`config.mk`:
```
export PLATFORM = sky130hd
export DESIGN_NAME = branch_resolve_unit
export DESIGN_NICKNAME = d
export VERILOG_FILES = /design/src/rtl/branch_resolve_unit.sv
export SDC_FILE = /design/constraint.sdc
export NUM_CORES = 1
export LEC_CHECK = 0
export BUFFER_PORTS_ARGS = -buffer_cell sky130_fd_sc_hd__buf_2
export CAP_MARGIN = 20
export CORE_ASPECT_RATIO = 0.75
export CORE_MARGIN = 4
export CORE_UTILIZATION = 40
export CTS_CLUSTER_DIAMETER = 50
export DETAILED_ROUTE_END_ITERATION = 7
export PLACE_DENSITY_LB_ADDON = 0.12
export SLEW_MARGIN = 15
export SYNTH_ARGS = -nofsm -noshare
export SYNTH_HDL_FRONTEND = slang
export SYNTH_SLANG_ARGS = --single-unit
```
`constraint.sdc`:
```
create_clock -name Clk -period 2.4 [get_ports Clk]
set_clock_uncertainty 0.1 [all_clocks]
set_input_delay 0.12 -clock Clk [delete_from_list [all_inputs] [get_ports Clk]]
set_output_delay 0.12 -clock Clk [all_outputs]
set_load 0.01 [all_outputs]
```
`src/rtl/branch_resolve_unit.sv`:
```
// Branch resolve unit: evaluates ID-stage branch conditions from Zero/Sign flags,
// issues a registered PC redirect with a multi-cycle flush, and keeps statistics.
module branch_resolve_unit #(
    parameter int ADDR_W       = 32,
    parameter int FLUSH_CYCLES = 1,
    parameter int CNT_W        = 16
) (
    input  logic              Clk,
    input  logic              Reset,
    input  logic              BrValid,
    input  logic [2:0]        BrOp,
    input  logic              OpsReady,
    input  logic              Zero,
    input  logic              Sign,
    input  logic [ADDR_W-1:0] BrTarget,
    input  logic [ADDR_W-1:0] RegTarget,
    output logic              BrAccept,
    output logic              Stall,
    output logic              PCSrc,
    output logic [ADDR_W-1:0] NewPC,
    output logic              Flush,
    output logic [CNT_W-1:0]  TakenCount,
    output logic [CNT_W-1:0]  NotTakenCount
);

    typedef enum logic [1:0] {
        S_IDLE,
        S_WAIT,
        S_REDIRECT
    } state_e;

    typedef enum logic [2:0] {
        OP_BEQ  = 3'd0,
        OP_BNE  = 3'd1,
        OP_BGTZ = 3'd2,
        OP_BLEZ = 3'd3,
        OP_BLTZ = 3'd4,
        OP_BGEZ = 3'd5,
        OP_J    = 3'd6,
        OP_JR   = 3'd7
    } br_op_e;

    localparam logic [2:0]       FLUSH_INIT = 3'(FLUSH_CYCLES);
    localparam logic [CNT_W-1:0] CNT_MAX    = '1;

    state_e              state_q, state_d;
    logic [2:0]          flush_cnt_q, flush_cnt_d;
    logic                redir_q, redir_d;
    logic [ADDR_W-1:0]   new_pc_q, new_pc_d;
    logic [CNT_W-1:0]    taken_cnt_q, taken_cnt_d;
    logic [CNT_W-1:0]    not_taken_cnt_q, not_taken_cnt_d;

    logic                br_taken;
    logic [ADDR_W-1:0]   br_target;
    logic                evaluate;

    // NOTE: every combinational output gets a default first so no path infers a latch.
    always_comb begin
        br_taken = 1'b0;
        unique case (br_op_e'(BrOp))
            OP_BEQ:  br_taken = Zero;
            OP_BNE:  br_taken = !Zero;
            OP_BGTZ: br_taken = !Sign && !Zero;
            OP_BLEZ: br_taken = Sign || Zero;
            OP_BLTZ: br_taken = Sign;
            OP_BGEZ: br_taken = !Sign;
            OP_J:    br_taken = 1'b1;
            OP_JR:   br_taken = 1'b1;
            default: br_taken = 1'b0;
        endcase
    end

    assign br_target = (br_op_e'(BrOp) == OP_JR) ? RegTarget : BrTarget;
    // The shadow instruction is being squashed during REDIRECT, so requests are ignored there.
    assign evaluate  = (state_q != S_REDIRECT) && BrValid && OpsReady;

    // NOTE: state registers use non-blocking assignments so all flops update together at the edge.
    always_ff @(posedge Clk or posedge Reset) begin
        if (Reset) begin
            state_q <= S_IDLE;
        end else begin
            state_q <= state_d;
        end
    end

    always_comb begin
        state_d = state_q;
        unique case (state_q)
            S_IDLE, S_WAIT: begin
                if (!BrValid) begin
                    state_d = S_IDLE;
                end else if (OpsReady) begin
                    state_d = br_taken ? S_REDIRECT : S_IDLE;
                end else begin
                    state_d = S_WAIT;
                end
            end
            S_REDIRECT: begin
                if (flush_cnt_q == 3'd1) begin
                    state_d = S_IDLE;
                end
            end
            default: state_d = S_IDLE;
        endcase
    end

    always_comb begin
        BrAccept = evaluate;
        Stall    = (state_q != S_REDIRECT) && BrValid && !OpsReady;
    end

    always_comb begin
        flush_cnt_d     = flush_cnt_q;
        redir_d         = redir_q;
        new_pc_d        = new_pc_q;
        taken_cnt_d     = taken_cnt_q;
        not_taken_cnt_d = not_taken_cnt_q;

        if (state_q == S_REDIRECT) begin
            flush_cnt_d = flush_cnt_q - 3'd1;
            if (flush_cnt_q == 3'd1) begin
                redir_d = 1'b0;
            end
        end else if (evaluate) begin
            if (br_taken) begin
                new_pc_d    = br_target;
                redir_d     = 1'b1;
                flush_cnt_d = FLUSH_INIT;
                if (taken_cnt_q != CNT_MAX) begin
                    taken_cnt_d = taken_cnt_q + CNT_W'(1);
                end
            end else if (not_taken_cnt_q != CNT_MAX) begin
                not_taken_cnt_d = not_taken_cnt_q + CNT_W'(1);
            end
        end
    end

    always_ff @(posedge Clk or posedge Reset) begin
        if (Reset) begin
            flush_cnt_q     <= '0;
            redir_q         <= 1'b0;
            new_pc_q        <= '0;
            taken_cnt_q     <= '0;
            not_taken_cnt_q <= '0;
        end else begin
            flush_cnt_q     <= flush_cnt_d;
            redir_q         <= redir_d;
            new_pc_q        <= new_pc_d;
            taken_cnt_q     <= taken_cnt_d;
            not_taken_cnt_q <= not_taken_cnt_d;
        end
    end

    // PCSrc and Flush share one flop so they can never disagree.
    assign PCSrc         = redir_q;
    assign Flush         = redir_q;
    assign NewPC         = new_pc_q;
    assign TakenCount    = taken_cnt_q;
    assign NotTakenCount = not_taken_cnt_q;

endmodule

```
==> results.cfg, run 1 <==
[logic_synthesis]
ys_warn_count = 0
mappedNetlistArea_mm2 = 0.00344
async_flop_share = 1.00
synthesis.instances = 325
ys_dominant_reg_cell = sky130_fd_sc_hd__dfrtp_1
ys_seq_elements = 70
synth-edff-count = 0
synth_seq_area_share = 0.510
synth.net_count = 402
synth.avg_cell_area_um2 = 10.6
synth.distinct_cells = 38

[power_and_ir_drop]
sw_frac_of_total = 0.313
power.share.sequential = 0.410
report.power.total_uw = 4280
p_leak_uw = 0.00272
cellInternalPower_uw = 2940
comb_power_share = 0.270
power_density_mw_per_mm2 = 851
ir_drop_v = 0.000527
total_switching_power_uw = 1340
power.clock.fraction = 0.320

[timing]
timing_worst_slew_pin_value_ns = 0.639
setup_viol_count_final = 0
max_slew_margin = 0.574
final_hold_slack_ns = -0.00441
max_clock_freq_ghz = 0.498
grt_setup_unrepaired = false
sum_of_negative_setup_slack_ns = 0
finalMaxSlewViolations = 0
hold_viol_final = 3
final.min_clock_period_ns = 2.01
finalCritPeriodShare = 0.837

[die]
start_util = 0.423
rows = 28
die_h_um = 88.3
num_io_pins = 141
fp.coreArea_mm2 = 0.00813
die_w_um = 115
floorplan.die_area_mm2 = 0.0102

[outcome]
failing_checks = negative hold slack
status = complete, but fails checks

[grt]
grt_antenna_before_repair = 0
grt.overflow.total = 0
grt_pass1_wl_mm = 14.4
track_usage = 0.180
number_of_global_route_vias_before_repair = 3068
grt_max_degree = 39

[worst_setup_path]
crit_path_max_incr_delay_ns = 0.39
path_cells = nor2b_1, nor2_1, nand3_2, nor4_1, mux2_1
worst-r2r-setup-slack_ns = 0.39
critPathSlowestCell = sky130_fd_sc_hd__dfrtp_1
reg2regPathDepth = 5
worst_ep_arrival_time_ns = 2.12
critical_path_peak_fanout = 10
worst_r2r_endpoint = TakenCount[12]
r2r-start = state_q[1]
timing.critical_path.to_type = flop
worstSetupStartpointType = flop
timing.critical_path.from = state_q[1]
endpoint = TakenCount[12]
timing.critical_path.required_ns = 2.51
criticalPathCategory = reg -> reg

[placement]
numPortBuffers = 140
gpl.final_weighted_congestion = 0.798
hpwlAfterDp_mm = 6.23

[clock_network]
ctsLongestPathBuffers = 2
tritoncts_num_sinks = 70
tritoncts = built
cts_root_buffer = sky130_fd_sc_hd__clkbuf_16
clk_pin_slew_worst_paths_ns = 0.05
cts_htree_levels = 3
cts-hold-fix-buffers = 43
cts-resized-gates = 0
postCtsSetupRepairBufs = 0
cts_buffers = 9
clk_latency_ns = 0.33

[drt]
route.vias.total = 3084
wirelength_mm = 8.77
via_per_inst = 4.93
wl_per_cell_um = 14.0
drt_pre_antenna_iters = 6
route.antenna.remaining_nets = 0
dr.first_iter.drc_count = 114
remaining_drc_errors = 0

[layout]
fin_nets = 593
commonest_cells_after_routing_fill_and_taps_aside = sky130_fd_sc_hd__buf_2, sky130_fd_sc_hd__dfrtp_1, sky130_fd_sc_hd__nand2_1
layout_commonest_cell = sky130_fd_sc_hd__buf_2
register_area_mm2 = 0.00175
multi_input_comb_area_mm2 = 0.00160
fillCellCount = 706
num_antenna_cells = 0
post_route_cells_drive_above_1_share = 0.342
areaGrowthSynthToFinish_pct = 46.5

[flow_run]
maxCapViolCount = 0

[worst_hold_path]
worst_hold_path_type = in -> reg
[through the flow]
stage,area [um^2],hold WS (ns),std cells,util,setup slack [ns]
after floorplan,3440,0.166,325,-,0.399
after global placement,4290,0.144,567,0.528,0.420
after detailed placement,4290,0.143,567,0.528,0.345
after CTS,5030,0.000322,626,0.619,0.374
after global routing,5030,0.00785,626,0.619,0.216
final,5030,-0.00441,626,0.619,0.391
[how the worst min path moves through the flow]
stage,to,from,cells past startpoint
floorplan,state_q[0],BrValid,2
global placement,NotTakenCount[12],Reset,2
detailed placement,NotTakenCount[13],Reset,2
CTS,NewPC[1],BrTarget[1],3
global route,NewPC[27],BrTarget[27],3
finish,NewPC[16],BrTarget[16],3
[power groups by stage]
stage / clock network, uW / registers (uW) / logic, uW
after floorplan: 0 / 1890 / 454
after global placement: 0 / 1760 / 1110
after detailed placement: 0 / 1770 / 1120
after CTS: 1410 / 1760 / 1180
after global routing: 1460 / 1810 / 1310
final: 1370 / 1750 / 1160
[layer usage]
metal / vias to the layer above / share of wire / global-route usage
met5: - / 0 / 0
met4: 0 / 0.012 / 0.0512
met3: 11 / 0.075 / 0.0608
met2: 97 / 0.48 / 0.293
met1: 1442 / 0.44 / 0.233
li1: 1534 / - / -
[cells in the mapped netlist (2+ instances only)]
cell type / instances / area share
sky130_fd_sc_hd__inv_1: 5 / 0.0055
sky130_fd_sc_hd__nand4_1: 6 / 0.011
sky130_fd_sc_hd__buf_2: 3 / 0.0044
sky130_fd_sc_hd__and4_1: 3 / 0.0076
sky130_fd_sc_hd__nor3b_1: 2 / 0.0044
sky130_fd_sc_hd__nand3_1: 17 / 0.025
sky130_fd_sc_hd__xor2_1: 18 / 0.046
sky130_fd_sc_hd__mux2i_1: 34 / 0.099
sky130_fd_sc_hd__nand3_2: 2 / 0.0058
sky130_fd_sc_hd__xnor2_1: 7 / 0.018
sky130_fd_sc_hd__nor2b_1: 3 / 0.0055
sky130_fd_sc_hd__nor4_1: 7 / 0.013
sky130_fd_sc_hd__ha_1: 4 / 0.015
sky130_fd_sc_hd__mux2_2: 3 / 0.0098
sky130_fd_sc_hd__nor2_1: 11 / 0.012
sky130_fd_sc_hd__dfrtp_1: 70 / 0.51
sky130_fd_sc_hd__mux2_1: 4 / 0.013
sky130_fd_sc_hd__nor3_1: 7 / 0.010
sky130_fd_sc_hd__nand2b_1: 5 / 0.0091
sky130_fd_sc_hd__clkbuf_1: 7 / 0.0076
sky130_fd_sc_hd__nor4_2: 4 / 0.015
sky130_fd_sc_hd__o21ai_0: 38 / 0.055
sky130_fd_sc_hd__nand2_1: 44 / 0.048
sky130_fd_sc_hd__and3_1: 6 / 0.011
sky130_fd_sc_hd__buf_6: 2 / 0.0066
[state kept, by name, summed over array words and instances, names as in the netlist]
register	count
NotTakenCount	16
Flush	1
flush_cnt_q	3
TakenCount	16
NewPC	32
state_q	2
[logic make-up (layout without fill, tap and decap cells)]
kind of cell | after synthesis | count (layout) | share of synthesized area
adders and majority gates | 4 | 4 | 0.0146
muxes | 41 | 41 | 0.122
DFF | 70 | 70 | 0.510
buffers and inverters | 18 | 214 | 0.0262
AOI/OAI and AO/OA | 44 | 44 | 0.0670
and+or+nand+nor | 123 | 123 | 0.197
xor gates and xnor gates | 25 | 25 | 0.0637
[critical path, delay by kind of cell (launching register included)]
kind | cells | cell delay (ns)
AND/OR/NAND/NOR | 4 | 1.05
flip-flops | 1 | 0.39
multiplexers | 1 | 0.35
[layout make-up]
type,count,share of cell area
Clock inverter,2,0.00771
Timing Repair Buffer,193,0.242
Inverter,5,0.00373
Multi-Input combinational cell,237,0.318
Clock buffer,14,0.0545
Sequential cell,70,0.348
Tap cell,105,0.0261
(Power assumes the default switching activity.)
==> inputs of run 2 (changes only) <==
==> constraint.sdc (replaced) <==
create_clock -name Clk -period 2 [get_ports Clk]
set_clock_uncertainty 0.1 [all_clocks]
set_input_delay 0.1 -clock Clk [delete_from_list [all_inputs] [get_ports Clk]]
set_output_delay 0.1 -clock Clk [all_outputs]
set_load 0.01 [all_outputs]
==> run 2 against run 1 <==
  * The flow now finishes without violations
  * Die area stayed put
  * First-iteration DRC count is 25% higher
  * Sequential share of layout area is 1.3 points lower
  * Sequential power is 19% higher
  * Critical path depth stayed put
  * Setup slack worse by 0.32 ns
  * Largest cell class unchanged
  * Largest power group unchanged
==> results.cfg, run 2 (synthesized netlist as in run 1, its figures left out) <==
[drt]
route.vias.total = 3159
dr.first_iter.drc_count = 142
wl_per_cell_um = 15.0
drt_pre_antenna_iters = 4
wirelength_mm = 9.58
route.antenna.remaining_nets = 0
via_per_inst = 4.94
remaining_drc_errors = 0

[timing]
hold_viol_final = 0
setup_viol_count_final = 0
finalCritPeriodShare = 0.964
final.min_clock_period_ns = 1.93
finalMaxSlewViolations = 0
max_slew_margin = 0.652
max_clock_freq_ghz = 0.518
timing_worst_slew_pin_value_ns = 0.523
layout_setup_ws_ns = 0.0713

[worst_setup_path]
timing.critical_path.to_type = flop
worstSetupStartpointType = flop
timing.critical_path.required_ns = 2.10
critical_path_peak_fanout = 8
path_cells = nor2b_1, nor2_2, nand3_2, nor4_1, mux2_1
criticalPathCategory = reg -> reg
worst_ep_arrival_time_ns = 2.03
critPathSlowestCell = sky130_fd_sc_hd__dfrtp_1
crit_path_max_incr_delay_ns = 0.40

[layout]
largest_reg_flops = 32
final_core_area_utilization = 0.643
layout_commonest_cell = sky130_fd_sc_hd__buf_2
commonest_cells_after_routing_fill_and_taps_aside = sky130_fd_sc_hd__buf_2, sky130_fd_sc_hd__dfrtp_1, sky130_fd_sc_hd__dlygate4sd3_1
fin_cells = 640
post_route_cells_drive_above_1_share = 0.358
fin_nets = 606
areaGrowthSynthToFinish_pct = 52.2

[placement]
gpl.final_weighted_congestion = 0.887
preCtsSetupSlack_ns = -0.0477
placed_cells = 573
hpwlAfterDp_mm = 6.49
numPortBuffers = 140

[power_and_ir_drop]
cellInternalPower_uw = 3850
total_switching_power_uw = 1640
power_density_mw_per_mm2 = 1050
p_leak_uw = 0.00281
power.clock.fraction = 0.350
comb_power_share = 0.271
ir_drop_v = 0.000521
power.share.sequential = 0.379
sw_frac_of_total = 0.298

[die]
start_util = 0.423
die_h_um = 88.3
floorplan.die_area_mm2 = 0.0102
rows = 28
num_io_pins = 141
fp.coreArea_mm2 = 0.00813
die_w_um = 115

[grt]
number_of_global_route_vias_before_repair = 3091
track_usage = 0.191
grt_pass1_wl_mm = 15.2
grt_antenna_before_repair = 0
grt.overflow.total = 0
grt_max_degree = 52

[flow_run]
maxCapViolCount = 0

[worst_hold_path]
worst_hold_path_type = in -> reg

[clock_network]
clk_latency_ns = 0.32
clk_pin_slew_worst_paths_ns = 0.05
ctsLongestPathBuffers = 2
cts_htree_levels = 3
cts_buffers = 9
tritoncts_num_sinks = 70
tritoncts = built
cts_root_buffer = sky130_fd_sc_hd__clkbuf_16

[outcome]
status = finished clean
run 2: cell types whose count changed in the layout (fill, tap and decap cells not counted), moves of 2 or more:
cell | previous run | this run
sky130_fd_sc_hd__dlygate4sd3_1 | 43 | 50
sky130_fd_sc_hd__clkbuf_8 | 3 | 0
sky130_fd_sc_hd__nor4_1 | 7 | 5
sky130_fd_sc_hd__buf_4 | 9 | 15
sky130_fd_sc_hd__bufinv_16 | 1 | 4
sky130_fd_sc_hd__nor4_2 | 4 | 6
run 2: layout make-up:
| class | instances | area [um^2] |
|---|---|---|
| fillers | 678 | 2900 |
| flip-flops and latches | 70 | 1750 |
| multi-input cells | 237 | 1630 |
| repair buffers | 206 | 1330 |
| clock buffers | 10 | 229 |
| clock inverters | 6 | 134 |
| well taps | 105 | 131 |
| inverters | 5 | 18.8 |
| diodes | 1 | 2.50 |
run 2: layer usage:
metal,track usage,vias to the layer above,share of wire
li1,-,1568,-
met1,0.260,1468,0.42
met2,0.302,111,0.49
met3,0.0560,12,0.071
met4,0.0512,0,0.013
met5,0,-,0
run 2: final timing paths:
kind	startpoint	end	slack [ns]	depth (start not counted)
worst min register to register	NewPC[19]	NewPC[19]	0.37	2
worst max-delay path	state_q[1]	TakenCount[15]	0.07	5
max in group asynchronous	Reset	NewPC[30]	0.90	4
worst max register to register	state_q[1]	TakenCount[15]	0.07	5
worst min-delay path	BrTarget[3]	NewPC[3]	0.004	3
min in group asynchronous	Reset	NewPC[26]	0.27	3
run 2: stage by stage:
stage	hold WS, ns	setup TNS [ns]	power [uW]	cell area (um^2)
after floorplan	0.146	0	2820	3440
after global placement	0.0382	0	3460	4340
after detailed placement	0.0399	-0.142	3500	4340
after CTS	0.000121	0	5550	5190
after global routing	0.00282	-0.00677	5840	5230
final	0.00374	0	5490	5230
run 2: critical path: cells and delay by family, from the launching register on:
| kind | cells | cell delay (ns) |
|---|---|---|
| flops | 1 | 0.40 |
| mux | 1 | 0.37 |
| simple gates | 4 | 0.94 |
run 2: power groups by stage:
stage	Combinational, uW	Sequential, uW	Clock [uW]
floorplan	545	2270	0
global placement	1380	2080	0
finish	1490	2080	1920
CTS	1500	2080	1970
detailed placement	1410	2100	0
global route	1670	2140	2030
run 2: what timing repair did:
item,CTS,global route
endpoints found under the setup margin,1,11
endpoints found under the hold margin,44,1
hold buffers,49,1
setup buffers,0,0
pin swaps,1,0
gates resized for setup,0,5
